`config.mk`:
```
export PLATFORM = sky130hd
export DESIGN_NAME = cdc_fifo_wr_arbiter
export DESIGN_NICKNAME = d
export VERILOG_FILES = /design/src/rtl/cdc_fifo_wr_arbiter.sv
export SDC_FILE = /design/constraint.sdc
export NUM_CORES = 1
export LEC_CHECK = 0
export BUFFER_PORTS_ARGS = -buffer_cell sky130_fd_sc_hd__buf_4
export CORE_MARGIN = 5
export CORE_UTILIZATION = 45
export DETAILED_ROUTE_END_ITERATION = 8
export PLACE_DENSITY = 0.8
export SYNTH_ARGS = -nofsm -noshare
export SYNTH_HDL_FRONTEND = slang
export SYNTH_SLANG_ARGS = --single-unit
```
`constraint.sdc`:
```
create_clock -name clk -period 2.1 [get_ports clk]
set_input_delay 0.105 -clock clk [delete_from_list [all_inputs] [get_ports clk]]
set_output_delay 0.105 -clock clk [all_outputs]
set_load 0.02 [all_outputs]
```
`src/rtl/cdc_fifo_wr_arbiter.sv`:
```
// cdc_fifo_wr_arbiter
// Shares the write port of a single asynchronous FIFO among NUM_REQ requesters
// that live in the FIFO write-clock domain. Grants rotate round-robin. A granted
// requester keeps the port until it marks a word as last or MAX_BURST beats have
// been written. The FIFO full flag gates the handshake in the same cycle.
module cdc_fifo_wr_arbiter #(
  parameter int NUM_REQ    = 4,
  parameter int DATA_WIDTH = 8,
  parameter int MAX_BURST  = 4
) (
  input  logic                          clk,
  input  logic                          rst,
  input  logic [NUM_REQ-1:0]            req_valid,
  input  logic [NUM_REQ*DATA_WIDTH-1:0] req_data,
  input  logic [NUM_REQ-1:0]            req_last,
  output logic [NUM_REQ-1:0]            req_ready,
  output logic                          fifo_wr_en,
  output logic [DATA_WIDTH-1:0]         fifo_wr_data,
  input  logic                          fifo_wr_full,
  output logic [$clog2(NUM_REQ)-1:0]    grant_id,
  output logic                          busy,
  output logic [15:0]                   beat_total
);

  localparam int IDW = $clog2(NUM_REQ);
  localparam int BCW = $clog2(MAX_BURST + 1);

  typedef enum logic [0:0] {
    ST_IDLE  = 1'b0,
    ST_GRANT = 1'b1
  } state_t;

  state_t          state_q, state_d;
  logic [IDW-1:0]  grant_id_q, grant_id_d;
  logic [IDW-1:0]  last_grant_q, last_grant_d;
  logic [BCW-1:0]  beat_cnt_q, beat_cnt_d;
  logic [15:0]     beat_total_q, beat_total_d;
  logic            busy_q, busy_d;

  logic            pick_found_s;
  logic [IDW-1:0]  pick_id_s;
  logic [IDW-1:0]  scan_idx_s;
  logic            gnt_valid_s;
  logic            gnt_last_s;
  logic [DATA_WIDTH-1:0] gnt_data_s;
  logic [NUM_REQ-1:0]    req_ready_s;
  logic            xfer_s;
  logic            burst_end_s;

  // Round-robin pick: first valid requester after the last one granted.
  always_comb begin
    pick_found_s = 1'b0;
    pick_id_s    = '0;
    scan_idx_s   = '0;
    for (int k = 1; k <= NUM_REQ; k++) begin
      scan_idx_s = IDW'((int'(last_grant_q) + k) % NUM_REQ);
      if (!pick_found_s && req_valid[scan_idx_s]) begin
        pick_found_s = 1'b1;
        pick_id_s    = scan_idx_s;
      end else begin
        pick_found_s = pick_found_s;
      end
    end
  end

  // Select the granted requester's word and handshake; full or reset block the beat.
  always_comb begin
    gnt_valid_s = 1'b0;
    gnt_last_s  = 1'b0;
    gnt_data_s  = '0;
    req_ready_s = '0;
    for (int i = 0; i < NUM_REQ; i++) begin
      if (grant_id_q == IDW'(i)) begin
        gnt_valid_s    = req_valid[i];
        gnt_last_s     = req_last[i];
        gnt_data_s     = req_data[i*DATA_WIDTH +: DATA_WIDTH];
        req_ready_s[i] = (state_q == ST_GRANT) && !fifo_wr_full && !rst;
      end else begin
        req_ready_s[i] = 1'b0;
      end
    end
    xfer_s      = (state_q == ST_GRANT) && gnt_valid_s && !fifo_wr_full && !rst;
    burst_end_s = gnt_last_s || (beat_cnt_q == BCW'(MAX_BURST - 1));
  end

  // Next-state logic: arbitrate in IDLE, count beats and release the lock in GRANT.
  always_comb begin
    state_d      = state_q;
    grant_id_d   = grant_id_q;
    last_grant_d = last_grant_q;
    beat_cnt_d   = beat_cnt_q;
    beat_total_d = beat_total_q;
    case (state_q)
      ST_IDLE: begin
        if (pick_found_s) begin
          state_d      = ST_GRANT;
          grant_id_d   = pick_id_s;
          last_grant_d = pick_id_s;
          beat_cnt_d   = '0;
        end else begin
          state_d = ST_IDLE;
        end
      end
      ST_GRANT: begin
        if (xfer_s) begin
          beat_total_d = beat_total_q + 16'd1;
          if (burst_end_s) begin
            state_d    = ST_IDLE;
            beat_cnt_d = '0;
          end else begin
            beat_cnt_d = beat_cnt_q + BCW'(1);
          end
        end else begin
          state_d = ST_GRANT;
        end
      end
      default: begin
        state_d = ST_IDLE;
      end
    endcase
    busy_d = (state_d == ST_GRANT);
  end

  // State registers with synchronous reset; reset aborts any burst in flight.
  always_ff @(posedge clk) begin
    if (rst) begin
      state_q      <= ST_IDLE;
      grant_id_q   <= '0;
      last_grant_q <= IDW'(NUM_REQ - 1);
      beat_cnt_q   <= '0;
      beat_total_q <= 16'd0;
      busy_q       <= 1'b0;
    end else begin
      state_q      <= state_d;
      grant_id_q   <= grant_id_d;
      last_grant_q <= last_grant_d;
      beat_cnt_q   <= beat_cnt_d;
      beat_total_q <= beat_total_d;
      busy_q       <= busy_d;
    end
  end

  assign req_ready    = req_ready_s;
  assign fifo_wr_en   = xfer_s;
  assign fifo_wr_data = gnt_data_s;
  assign grant_id     = grant_id_q;
  assign busy         = busy_q;
  assign beat_total   = beat_total_q;

endmodule

```
# --- After elaboration in Yosys (flattened, before gate mapping) ---
# Index checks and enable logic that the tools add are counted.
word_totals:
  register_bits: 24
  input_bits: 43
  elab_cells: 80
op_classes:
  addsub: 6
  magnitude_cmp: 4
  n_eq_ne: 6
  n_mux: 40
  bitwise: 1
  n_reduce_logical: 18
op_table:
  columns: ["op", "count"]
  rows:
  - ["two-way mux 8 bit", 4]
  - ["two-way mux 1 bit", 23]
  - ["adder 16 x 1 -> 16 bit (second input constant)", 1]
  - ["< comparator 2 x 3 -> 1 bit (second input constant)", 4]
  - ["two-way mux 3 bit", 3]
  - ["binary-select mux 1 bit (select 2 bit)", 4]
  - ["logical AND 1 bit", 8]
  - ["two-way mux 2 bit", 4]
  - ["one-hot mux 3 bit (2 select lines)", 1]
  - ["AND reduction 2 bit", 3]
  - ["logical NOT 1 bit", 5]
  - ["adder 2 x 1 -> 2 bit (second input constant)", 2]
  - ["adder 2 bit (second input constant)", 2]
  - ["== test 2 bit (second input constant)", 2]
  - ["!= test 2 bit (second input constant)", 2]
  - ["adder 3 x 1 -> 3 bit (second input constant)", 1]
  - ["== test 3 x 2 -> 1 bit (second input constant)", 1]
  - ["== test 2 x 1 -> 1 bit (second input constant)", 1]
  - ["logical NOT 2 bit", 1]
  - ["one-hot mux 1 bit (2 select lines)", 1]
  - ["logical OR 1 bit", 1]
  - ["inverter 1 bit", 1]

# --- Depth between registers and ports, before layout ---
logic_depth:
  word_depth: 15
  mapped_depth: 7
  depth_no_buf: 5

# --- Worst setup path after synthesis ---
# Ideal clock, no wire load.
synth_timing:
  path_kind: "register to register"
  start: "reg grant_id_q[1], in the netlist grant_id[1]"
  end: "reg beat_cnt_q[2]"
  setup_time_ps: 101
  arrival_time_ps: 1815
  required_time_ps: 1999
  setup_slack_ps: 184
  path_stages_with_launch: 6
  path_buffers: 1
  period_less_slack_ps: 1916
  cell_sequence: "dfxtp_1 > buf_6 > mux4_2 > nand2_1 > inv_1 > o41ai_1"
synth_between:
  elab_chain_cells: 10
synth_rtl:
  columns: ["element", "line", "source"]
  rows:
  - ["from (decl)", "34", "logic [IDW-1:0] grant_id_q, grant_id_d;"]
  - ["from (signal assigned)", "135", "grant_id_q <= grant_id_d;"]
  - ["logical NOT 2 bit", "73", "if (grant_id_q == IDW'(i)) begin"]
  - ["two-way mux 1 bit (3 in a row)", "73", null]
  - ["two-way mux 1 bit (*)", "73", null]
  - ["logical AND 1 bit (*) (3 in a row)", "82", "xfer_s = (state_q == ST_GRANT) && gnt_valid_s && !fifo_wr_full && !rst;"]
  - ["named net fifo_wr_en", "17", "output logic fifo_wr_en,"]
  - ["!= test 2 bit (no source line) (*)", null, null]
  - ["AND reduction 2 bit (no source line) (*)", null, null]
  - ["to (signal assigned)", "137", "beat_cnt_q <= beat_cnt_d;"]
  - ["to (decl)", "36", "logic [BCW-1:0] beat_cnt_q, beat_cnt_d;"]
# Mark *: on every way through the listed nets, which the timed path passes. The rest lies on a longest branch. The select of a mux whose other input is x is not followed.
# A chain may end at the register's enable or synchronous reset.

# --- Worst setup path after layout ---
layout_timing:
  start: "reg grant_id_q[1], in the netlist grant_id[1]"
  end: "out fifo_wr_en"
layout_between:
  elab_chain_cells: 8
layout_rtl:
  columns: ["element", "line"]
  rows:
  - ["logical NOT 2 bit", "73"]
  - ["two-way mux 1 bit (3 in a row)", "73"]
  - ["two-way mux 1 bit (*)", "73"]
  - ["logical AND 1 bit (*) (3 in a row)", "82"]
  - ["to (decl)", "17"]
# Every way passes the cells marked *; elsewhere a longest branch is shown, timed or not.

==> impl_metrics.py <==
metrics = {
    "outcome": {
        "outcome": "finished, final reports clean",
    },
    "worst_hold_path": {
        "hold_path.class": "in2reg",
    },
    "synthesis": {
        "synth_xor_area_frac": 0.03022,
        "netlist_instances": 157,
        "post_synth_num_cell_types": 38,
        "synth_top_area_share": 0.3316,
        "synth_simple_gate_area_frac": 0.2547,
        "synth_seq_area_share": 0.3316,
        "cell_type_with_the_highest_aggregate_area_in_the_netlist": "dfxtp_1",
        "synth-compound-area-share": 0.1416,
        "ys_ff_latch": 24,
        "ys_top_cells_by_area": "dfxtp_1 (33%), mux4_2 (14%), a21oi_1 (5.9%)",
        "post_synth_instance_area_um2": 1449,
        "synth-adder-area-share": 0.02591,
        "synth_flop_type": "dfxtp_1",
        "synth_async_sr_flop_share": 0,
        "synth-edff-count": 0,
        "post_synth_mux_area_share": 0.1649,
        "synth_top_family_by_area": "simple AND/OR/NAND/NOR gates",
        "synthesized_net_count": 203,
        "yosys_warnings": 0,
        "syn-mean-instance-area_um2": 9.229,
    },
    "sta": {
        "period_minus_slack_ns": 1.939,
        "setup_repair_after_global_routing_missed_its_margin": "no",
        "finalHoldViolCount": 0,
        "slew_headroom": 0.7153,
        "setup_tns_ns": 0,
        "clock.fmax_mhz": 515.7,
        "slew_viol_final": 0,
        "fin_skew_ns": 0.002069,
        "timing.final.crit_share": 0.9235,
        "tightestPinTransition_ns": 0.4270,
        "setup_violations": 0,
    },
    "floorplan": {
        "floorplan.die_area_um2": 4454,
        "chipWidth_um": 66.74,
        "number_of_primary_i_o_pins": 75,
        "fp.coreArea_um2": 3078,
        "dieHeight_um": 66.74,
        "initial_core_util": 0.4707,
        "total_number_of_placement_rows": 20,
    },
    "route": {
        "drt_first_iter_violations": 105,
        "route.vias.total": 1486,
        "avgViaCountPerCell": 5.423,
        "detailedRoute.firstPassIterationCount": 4,
        "route.detailed.wl_per_inst_um": 15.12,
        "route.detailed.drc": 0,
        "drt_wl_total_mm": 4.144,
        "antenna_violating_nets_post_route": 0,
    },
    "power_and_ir_drop": {
        "p_leak_nw": 0.9227,
        "net_switching_share_of_the_total_power": 0.2897,
        "power.share.sequential": 0.466,
        "switchingPower_uw": 299.5,
        "p_int_uw": 734.2,
        "power.share.combinational": 0.297,
        "clock_power_share": 0.238,
        "powerDensity_nw_per_um2": 496.5,
        "fin_total_pwr_mw": 1.034,
        "maximum_resistive_drop_on_vdd_uv": 396.0,
    },
    "global_route": {
        "overflow": 0,
        "grt_first_pass_wirelength_mm": 6.734,
        "grt_max_degree": 26,
        "grt_use_total": 0.1963,
        "antenna_violations_before_repair": 0,
        "first_global_vias": 1505,
    },
    "cells_and_area": {
        "drive_gt1_frac": 0.4130,
        "antennaDiodeCount": 0,
        "final_cell_count_no_fill": 274,
        "syn_to_final_growth_pct": 43.70,
        "layout.nets": 277,
    },
    "clock_network": {
        "tritoncts.num_buffers": 3,
        "clk_path_buf_depth": 2,
        "cts_tree": "done",
        "clk_transition_reported_paths_ns": 0.13,
        "cts_resized": 0,
        "cts-root-buf": "clkbuf_4",
        "ctsHtreeMaxLevel": 1,
        "worstSkewPairLatency_ns": 0.32,
        "clock_sinks": 24,
    },
    "critical_path": {
        "timing_worst_setup_path_type": "reg2out",
        "critPathMaxStageDelay_ns": 0.64,
        "worst_setup_path_end_kind": "output port",
        "cpMaxStageDelayCell": "mux4_2",
        "worstSetupStartpointType": "flop",
        "critical_path_data_required_time_ns": 2.00,
        "crit_buf_inv": 2,
        "crit_path_max_fanout": 8,
        "data_arrival_at_the_endpoint_of_the_critical_path_ns": 1.83,
        "timing.critical_path.cells": "mux4_2, nand2_1, inv_1, buf_4",
        "cell_family_with_most_cp_delay": "multiplexers",
    },
    "placed_design": {
        "numPlacedInstances": 269,
        "gp_congestion": 0.7701,
        "port-buffer-count": 74,
        "place_hpwl_mm": 3.351,
    },
    "flow_run": {
        "max_cap_viol_count": 0,
    },
}
worst paths after layout:
kind	end	cells past startpoint	startpoint	slack [ns]
worst max-delay path	fifo_wr_en	4	grant_id[1]	0.16
worst min register to register	beat_total[15]	2	beat_total[15]	0.50
worst min-delay path	beat_total[0]	2	rst	0.14
worst max register to register	beat_total[13]	5	busy	0.31
per-layer routing:
layer / up-vias / share of wire / global-route usage
li1: 731 / - / -
met1: 710 / 0.38 / 0.2333
met2: 35 / 0.56 / 0.3527
met3: 10 / 0.035 / 0.04384
met4: 0 / 0.021 / 0.05076
met5: - / 0 / 0
through the flow:
step	hold WS [ns]	area [µm²]	util	setup WS (ns)
detailed placement	0.4735	2038	0.6622	0.3607
CTS	0.1383	2074	0.6740	0.1167
floorplan	0.4108	1449	-	0.1844
global placement	0.4619	2038	0.6622	0.4479
global route	0.1338	2082	0.6764	0.01463
finish	0.1372	2082	0.6764	0.1607
cells in the mapped netlist, types with 2 or more instances:
library cell	instances
dfxtp_1	24
a21oi_1	17
nor2_1	14
nand2_1	11
mux4_2	9
inv_1	8
o21ai_0	8
or3_1	6
and3_1	5
clkbuf_1	5
nand3_1	5
o31ai_1	4
ha_1	3
nand4_1	3
nor3_1	3
or4_1	3
xor2_1	3
and2_1	2
and4_1	2
buf_2	2
nor3b_1	2
xnor2_1	2
repair_timing:
action / 4_1_cts / 5_1_grt
hold buffers: 0 / 0
setup endpoints to repair: 0 / 1
buffers inserted: 0 / 1
layout by cell type (no fill, tap or decap), types with 6 or more instances in the layout:
cell type	instances
nor2_1	14
or3_1	6
o21ai_0	8
nand2_1	11
mux4_2	9
dfxtp_1	24
a21oi_1	17
buf_4	78
inv_1	8
power groups by stage:
stage,Combinational [mW],Sequential [mW],Clock (mW)
6_report,0.307,0.481,0.246
5_1_grt,0.329,0.484,0.279
4_1_cts,0.308,0.481,0.248
3_5_place_dp,0.308,0.492,0
3_3_place_gp,0.301,0.490,0
2_1_floorplan,0.167,0.495,0
registers in the layout, summed over array words and instances, names as in the netlist:
register / count
beat_total: 16
busy: 1
last_grant_q: 2
beat_cnt_q: 3
grant_id: 2
area by class of cell:
class	count	area [µm²]
fillers	269	996.0
multi-input cells	116	894.6
repair buffers	78	585.6
inverters	8	30.03
flip-flops and latches	24	480.5
well taps	44	55.05
clock buffers	4	36.28
logic make-up (layout without fill, tap and decap cells):
| logic type | Yosys count | in the layout |
|---|---|---|
| adder cells (fa/ha/maj) | 3 | 3 |
| XOR/XNOR | 5 | 5 |
| buffers and inverters | 17 | 90 |
| AO/OA/AOI/OAI | 35 | 35 |
| multiplexers | 11 | 11 |
| flip-flops | 24 | 24 |
| AND/OR/NAND/NOR | 62 | 62 |
Note: power is estimated with default switching activity, not from simulation.
